===== src/rtl/ibex_rf_wr_arbiter_if.sv =====
// Register-file write port sharing bundle: two valid/ready requesters
// (core, accelerator) plus the registered write port and forced-grant flag.
interface ibex_rf_wr_arbiter_if #(
  parameter int unsigned DataWidth = 32
);
  logic                 core_valid_i;
  logic                 core_ready_o;
  logic [4:0]           core_waddr_i;
  logic [DataWidth-1:0] core_wdata_i;

  logic                 acc_valid_i;
  logic                 acc_ready_o;
  logic [4:0]           acc_waddr_i;
  logic [DataWidth-1:0] acc_wdata_i;

  logic                 rf_we_o;
  logic [4:0]           rf_waddr_o;
  logic [DataWidth-1:0] rf_wdata_o;
  logic                 acc_forced_o;

  // Requester / register-file side.
  modport master (
    output core_valid_i, core_waddr_i, core_wdata_i,
    output acc_valid_i, acc_waddr_i, acc_wdata_i,
    input  core_ready_o, acc_ready_o,
    input  rf_we_o, rf_waddr_o, rf_wdata_o, acc_forced_o
  );

  // Arbiter side.
  modport slave (
    input  core_valid_i, core_waddr_i, core_wdata_i,
    input  acc_valid_i, acc_waddr_i, acc_wdata_i,
    output core_ready_o, acc_ready_o,
    output rf_we_o, rf_waddr_o, rf_wdata_o, acc_forced_o
  );
endinterface


===== src/rtl/ibex_rf_wr_arbiter.sv =====
// Register-file write-port arbiter: core has fixed priority, accelerator is force-granted after
// StarveLimit lost cycles. Optional perf counters via `define IBEX_RF_WR_ARB_PERF_EN.
module ibex_rf_wr_arbiter #(
  parameter int unsigned DataWidth   = 32,
  parameter int unsigned StarveLimit = 4,
  parameter bit          RV32E       = 1'b0
) (
  input  logic                 clk_int,
  input  logic                 rst_ni,
  ibex_rf_wr_arbiter_if.slave  bus
`ifdef IBEX_RF_WR_ARB_PERF_EN
  ,
  output logic [31:0]          perf_conflict_o,
  output logic [31:0]          perf_forced_o
`endif
);

  typedef enum logic [0:0] {
    CORE_PRIO = 1'b0,
    FORCE_ACC = 1'b1
  } state_e;

  localparam logic [3:0] StarveMax     = 4'd15;
  localparam logic [3:0] StarveTrigger = 4'(StarveLimit - 1);

  state_e               state_q, state_d;
  logic [3:0]           starve_cnt_q, starve_cnt_d;

  logic                 core_valid, acc_valid;
  logic                 core_gnt, acc_gnt;

  logic [4:0]           win_waddr;
  logic [DataWidth-1:0] win_wdata;
  logic                 win_is_x0;
  logic                 wr_en;

  logic                 rf_we_q;
  logic [4:0]           rf_waddr_q;
  logic [DataWidth-1:0] rf_wdata_q;

  assign core_valid = bus.core_valid_i;
  assign acc_valid  = bus.acc_valid_i;

  always_ff @(posedge clk_int or negedge rst_ni) begin
    if (!rst_ni) begin
      state_q      <= CORE_PRIO;
      starve_cnt_q <= '0;
    end else begin
      state_q      <= state_d;
      starve_cnt_q <= starve_cnt_d;
    end
  end

  // Grants are a pure function of the valids and the current state,
  // so neither ready can ever feed back into itself.
  always_comb begin
    state_d      = CORE_PRIO;
    starve_cnt_d = starve_cnt_q;
    core_gnt     = 1'b0;
    acc_gnt      = 1'b0;

    unique case (state_q)
      FORCE_ACC: begin
        // A withdrawn accelerator request ends the forced episode too.
        starve_cnt_d = '0;
        if (acc_valid) begin
          acc_gnt = 1'b1;
        end else begin
          core_gnt = core_valid;
        end
      end
      default: begin
        if (core_valid) begin
          core_gnt = 1'b1;
          if (acc_valid) begin
            if (starve_cnt_q != StarveMax) begin
              starve_cnt_d = starve_cnt_q + 4'd1;
            end
            if (starve_cnt_q == StarveTrigger) begin
              state_d = FORCE_ACC;
            end
          end
        end else if (acc_valid) begin
          acc_gnt      = 1'b1;
          starve_cnt_d = '0;
        end
      end
    endcase
  end

  assign bus.core_ready_o = core_gnt;
  assign bus.acc_ready_o  = acc_gnt;
  assign bus.acc_forced_o = (state_q == FORCE_ACC);

  assign win_waddr = acc_gnt ? bus.acc_waddr_i : bus.core_waddr_i;
  assign win_wdata = acc_gnt ? bus.acc_wdata_i : bus.core_wdata_i;

  // Under RV32E only the low four address bits select the register.
  assign win_is_x0 = RV32E ? (win_waddr[3:0] == 4'd0) : (win_waddr == 5'd0);
  assign wr_en     = (core_gnt | acc_gnt) & ~win_is_x0;

  // Address/data only move on a real write, so idle and x0 cycles hold them.
  always_ff @(posedge clk_int or negedge rst_ni) begin
    if (!rst_ni) begin
      rf_we_q    <= 1'b0;
      rf_waddr_q <= '0;
      rf_wdata_q <= '0;
    end else begin
      rf_we_q <= wr_en;
      if (wr_en) begin
        rf_waddr_q <= win_waddr;
        rf_wdata_q <= win_wdata;
      end
    end
  end

  assign bus.rf_we_o    = rf_we_q;
  assign bus.rf_waddr_o = rf_waddr_q;
  assign bus.rf_wdata_o = rf_wdata_q;

`ifdef IBEX_RF_WR_ARB_PERF_EN
  logic [31:0] perf_conflict_q, perf_forced_q;

  always_ff @(posedge clk_int or negedge rst_ni) begin
    if (!rst_ni) begin
      perf_conflict_q <= '0;
      perf_forced_q   <= '0;
    end else begin
      if (core_valid && acc_valid) begin
        perf_conflict_q <= perf_conflict_q + 32'd1;
      end
      if (acc_gnt && (state_q == FORCE_ACC)) begin
        perf_forced_q <= perf_forced_q + 32'd1;
      end
    end
  end

  assign perf_conflict_o = perf_conflict_q;
  assign perf_forced_o   = perf_forced_q;
`endif

  a_one_ready : assert property (@(posedge clk_int) disable iff (!rst_ni)
    !(core_gnt && acc_gnt));
  a_ready_needs_valid : assert property (@(posedge clk_int) disable iff (!rst_ni)
    (!core_gnt || core_valid) && (!acc_gnt || acc_valid));

endmodule

===== src/flat_wrapper.sv =====
// flat-port wrapper written by rule: the top's interface ports become plain ports
module ibex_rf_wr_arbiter_flat 
#(
  parameter int unsigned DataWidth   = 32,
  parameter int unsigned StarveLimit = 4,
  parameter bit          RV32E       = 1'b0
)
  (clk_int, rst_ni, bus_core_valid_i, bus_core_waddr_i, bus_core_wdata_i, bus_acc_valid_i, bus_acc_waddr_i, bus_acc_wdata_i, bus_core_ready_o, bus_acc_ready_o, bus_rf_we_o, bus_rf_waddr_o, bus_rf_wdata_o, bus_acc_forced_o);
  ibex_rf_wr_arbiter_if #(.DataWidth(DataWidth)) bus_i ();
  input  logic clk_int;
  input  logic rst_ni;
  input wire logic [$bits(bus_i.core_valid_i)-1:0] bus_core_valid_i;
  input wire logic [$bits(bus_i.core_waddr_i)-1:0] bus_core_waddr_i;
  input wire logic [$bits(bus_i.core_wdata_i)-1:0] bus_core_wdata_i;
  input wire logic [$bits(bus_i.acc_valid_i)-1:0] bus_acc_valid_i;
  input wire logic [$bits(bus_i.acc_waddr_i)-1:0] bus_acc_waddr_i;
  input wire logic [$bits(bus_i.acc_wdata_i)-1:0] bus_acc_wdata_i;
  output wire logic [$bits(bus_i.core_ready_o)-1:0] bus_core_ready_o;
  output wire logic [$bits(bus_i.acc_ready_o)-1:0] bus_acc_ready_o;
  output wire logic [$bits(bus_i.rf_we_o)-1:0] bus_rf_we_o;
  output wire logic [$bits(bus_i.rf_waddr_o)-1:0] bus_rf_waddr_o;
  output wire logic [$bits(bus_i.rf_wdata_o)-1:0] bus_rf_wdata_o;
  output wire logic [$bits(bus_i.acc_forced_o)-1:0] bus_acc_forced_o;
  assign bus_i.core_valid_i = bus_core_valid_i;
  assign bus_i.core_waddr_i = bus_core_waddr_i;
  assign bus_i.core_wdata_i = bus_core_wdata_i;
  assign bus_i.acc_valid_i = bus_acc_valid_i;
  assign bus_i.acc_waddr_i = bus_acc_waddr_i;
  assign bus_i.acc_wdata_i = bus_acc_wdata_i;
  assign bus_core_ready_o = bus_i.core_ready_o;
  assign bus_acc_ready_o = bus_i.acc_ready_o;
  assign bus_rf_we_o = bus_i.rf_we_o;
  assign bus_rf_waddr_o = bus_i.rf_waddr_o;
  assign bus_rf_wdata_o = bus_i.rf_wdata_o;
  assign bus_acc_forced_o = bus_i.acc_forced_o;
  ibex_rf_wr_arbiter #(.DataWidth(DataWidth), .StarveLimit(StarveLimit), .RV32E(RV32E)) u_core (.clk_int(clk_int), .rst_ni(rst_ni), .bus(bus_i));
endmodule

===== config.mk =====
export PLATFORM = sky130hd
export DESIGN_NAME = ibex_rf_wr_arbiter_flat
export DESIGN_NICKNAME = d
export VERILOG_FILES = /design/src/rtl/ibex_rf_wr_arbiter_if.sv /design/src/rtl/ibex_rf_wr_arbiter.sv /design/src/flat_wrapper.sv
export SDC_FILE = /design/constraint.sdc
export NUM_CORES = 1
export LEC_CHECK = 0
export BUFFER_PORTS_ARGS = -buffer_cell sky130_fd_sc_hd__buf_2
export CELL_PAD_IN_SITES_DETAIL_PLACEMENT = 2
export CELL_PAD_IN_SITES_GLOBAL_PLACEMENT = 2
export CORE_UTILIZATION = 23
export CTS_CLUSTER_DIAMETER = 100
export DETAILED_ROUTE_END_ITERATION = 8
export GPL_TIMING_DRIVEN = 0
export PLACE_DENSITY = 0.81
export SYNTH_ARGS = -nofsm -noshare
export SYNTH_HDL_FRONTEND = slang
export SYNTH_SLANG_ARGS = --single-unit

===== constraint.sdc =====
create_clock -name clk_int -period 1.85 [get_ports clk_int]
set_input_delay 0.185 -clock clk_int [delete_from_list [all_inputs] [get_ports clk_int]]
set_output_delay 0.185 -clock clk_int [all_outputs]
set_load 0.02 [all_outputs]

==> impl_metrics.json <==
{
  "endpoint_kind": "register",
  "ctsHoldBuffers": 0,
  "cts_tree": "yes",
  "fin_ws_ns": -0.0964,
  "vias_per_cell": 4.31,
  "clock_latency_ns": 0.29,
  "vdd_drop_max_mv": 0.303,
  "finalWeightedCongestion": 0.714,
  "antenna_cells": 0,
  "critPathSlowestCell": "dfrtp_2",
  "die-area_um2": 10400,
  "syn_avg_cell_area_um2": 9.98,
  "rows": 36,
  "crit_chain": "nand2b_4 > buf_6 > nand2_4 > inv_2 > buf_8 > a22oi_4 > a21oi_4 > buf_12 > buf_8 > mux2_4",
  "cp.required_ns": 2.03,
  "drive_gt1_share_pct": 50.7,
  "avgRoutedWirePerCell_um": 14.9,
  "grt_pass1_vias": 2368,
  "hold_viol": 0,
  "dp_hpwl_um": 5630,
  "drt_pass1_iterations": 4,
  "yosys.area_share.simple_pct": 20.3,
  "syn_nets": 309,
  "p_leak_uw": 0.00184,
  "final.period_utilization_pct": 105,
  "fin_nets": 439,
  "grt_pass1_wl_um": 11600,
  "use_met2_pct": 28.2,
  "clk_pin_slew_ns": 0.09,
  "synth_top_family_by_area": "multiplexers",
  "ys_types": 34,
  "hold_path.class": "in2async",
  "grt_util_met1_pct": 17.0,
  "syn_inst": 230,
  "rsz0062_at_grt": "true",
  "pre_cts_ws_ns": -0.396,
  "ys.warnings.count": 0,
  "placed_cell_area_um2": 3080,
  "syn-cell-area_um2": 2300,
  "area_growth_pct": 42.6,
  "power_density_nw_per_um2": 778,
  "io_pins": 119,
  "critical_path_class": "reg2reg",
  "cts-htree-levels": 2,
  "layout_min_cycle_time_ns": 1.95,
  "synth.area.mux_share_pct": 21.8,
  "skew_ns": 0.00339,
  "grtUsageTotal_pct": 14.7,
  "cts_buffers": 5,
  "fmax_mhz": 514,
  "grt_antenna_before_repair": 0,
  "die_w_um": 102,
  "synth_xor_area_share_pct": 0,
  "seq_area_frac_synth_pct": 46.9,
  "synthAdderAreaFrac_pct": 0.545,
  "overflow": 0,
  "root_buffer": "clkbuf_8",
  "crit_path_frequent_cell": "buf_8",
  "start_util_pct": 23.6,
  "worstSetupStartpointType": "register",
  "port_buffers": 118,
  "relSlewSlack_pct": 32.3,
  "numClockSinks": 43,
  "vias": 2128,
  "worst_slew_pin_slew_ns": 1.02,
  "ant_nets": 0,
  "status": "finished with violations",
  "grt_max_degree": 44,
  "die_h_um": 102,
  "critPathArrivalTime_ns": 2.12,
  "finalSetupViolations": 33,
  "critPathMaxFanout": 10,
  "wirelength_um": 7360,
  "first_iter_violations": 28,
  "top_usage_layer": "met2",
  "violations": "negative setup slack",
  "synth_compound_area_share_pct": 6.38,
  "cts.path.max_buffers": 2,
  "cap_violations": 0,
  "report.final.slew_viol_count": 0,
  "met3_usage_pct": 2.74,
  "synth_seq_cells": 43,
  "slowest_delay_ns": 0.42,
  "finalInstanceArea_um2": 3270,
  "core_um2": 9730,
  "drc_errors": 0
}
flip-flops by register name, summed over array words and instances, names as in the netlist:
name,count
u_core.bus.rf_wdata_o,32
u_core.bus.rf_we_o,1
u_core.bus.rf_waddr_o,5
u_core.starve_cnt_q,4
u_core.bus.acc_forced_o,1
cell families after synthesis:
logic type | Yosys count
buffers and inverters | 16
and+or+nand+nor | 118
AOI/OAI and AO/OA | 16
muxes | 36
adders and majority gates | 1
DFF | 43
power breakdown:
group / switching, uW / internal (uW) / total [uW]
sequential: 68.2 / 1050 / 1120
clock: 339 / 340 / 679
combinational: 397 / 350 / 747
through the flow:
stage | power, uW | hold WS, ns | util [%] | cells | TNS [ns]
finish | 2550 | 0.0622 | 33.7 | 494 | -2.66
global route | 2700 | 0.136 | 33.7 | 494 | -4.79
CTS | 2600 | 0.104 | 33.5 | 494 | -3.33
detailed placement | 1880 | 0.427 | 31.6 | 481 | -11.20
global placement | 1840 | 0.421 | 31.6 | 481 | -10.29
floorplan | 1570 | -0.111 | - | 230 | -2.45
synthesized netlist by cell type, drive strengths merged:
library cell	instances	share of area (%)
a21o	1	0.33
o2111a	1	0.49
a22oi	1	0.93
a21boi	1	0.33
mux2i	2	0.87
o22a	1	0.38
nand2b	2	0.54
o31ai	4	1.5
nor2	4	0.65
inv	4	0.65
nor4	3	0.82
a41oi	1	0.38
mux2	34	21
nand3	1	0.22
nand2	105	17
a21oi	2	0.93
ha	1	0.54
or3	1	0.27
a2bb2oi	1	0.38
nand4	1	0.27
nor3	1	0.22
dfrtp	43	47
o21ai	2	0.44
buf	6	2.5
clkbuf	6	0.98
o22ai	1	0.27
cells in the final DEF (no fill, tap or decap), drive strengths merged, types with 2 or more instances in the layout:
cell    instances
a21oi           2
buf           129
clkbuf         13
dfrtp          43
inv             4
mux2           34
mux2i           2
nand2         105
nand2b          2
nor2            4
nor4            3
o21ai           2
o31ai           4
final cells by class:
| type | count | area, um2 |
|---|---|---|
| Sequential cell | 43 | 1080 |
| Clock inverter | 1 | 7.51 |
| Multi-Input combinational cell | 171 | 1160 |
| Fill cell | 1139 | 6450 |
| Inverter | 4 | 15.0 |
| Tap cell | 133 | 166 |
| Buffer | 12 | 114 |
| Clock buffer | 7 | 96.3 |
| Timing Repair Buffer | 123 | 641 |
metal layers:
layer	routed length, um	part of all wire [%]
met1	3120	42
met2	3880	53
met3	347	4.7
met4	17	0.23
met5	0	0
worst max-delay path, delay by kind of cell, from the launching register on:
kind / cells / cell delay, ns
DFF: 1 / 0.42
muxes: 1 / 0.30
and+or+nand+nor: 2 / 0.19
AOI/OAI and AO/OA: 2 / 0.28
buffers and inverters: 5 / 0.63
worst paths after layout:
path,startpoint,endpoint,slack [ns],cells past startpoint
max,u_core.bus.acc_forced_o,u_core.bus.rf_wdata_o[14],-0.1,10
max reg2reg,u_core.bus.acc_forced_o,u_core.bus.rf_wdata_o[14],-0.1,10
min in group clk_int,bus_acc_valid_i,u_core.bus.acc_forced_o,0.20,3
max in group asynchronous,rst_ni,u_core.bus.acc_forced_o,1.10,1
min reg2reg,u_core.starve_cnt_q[3],u_core.bus.acc_forced_o,0.50,1
min,rst_ni,u_core.bus.rf_wdata_o[7],0.06,1
repair_timing:
item | 4_1_cts | 5_1_grt
resized for setup | 8 | 7
endpoints found under the setup margin | 38 | 35
setup buffers | 5 | 1
hold endpoints to repair | 0 | 0
pin swaps | 1 | 0
(Power assumes the default switching activity.)
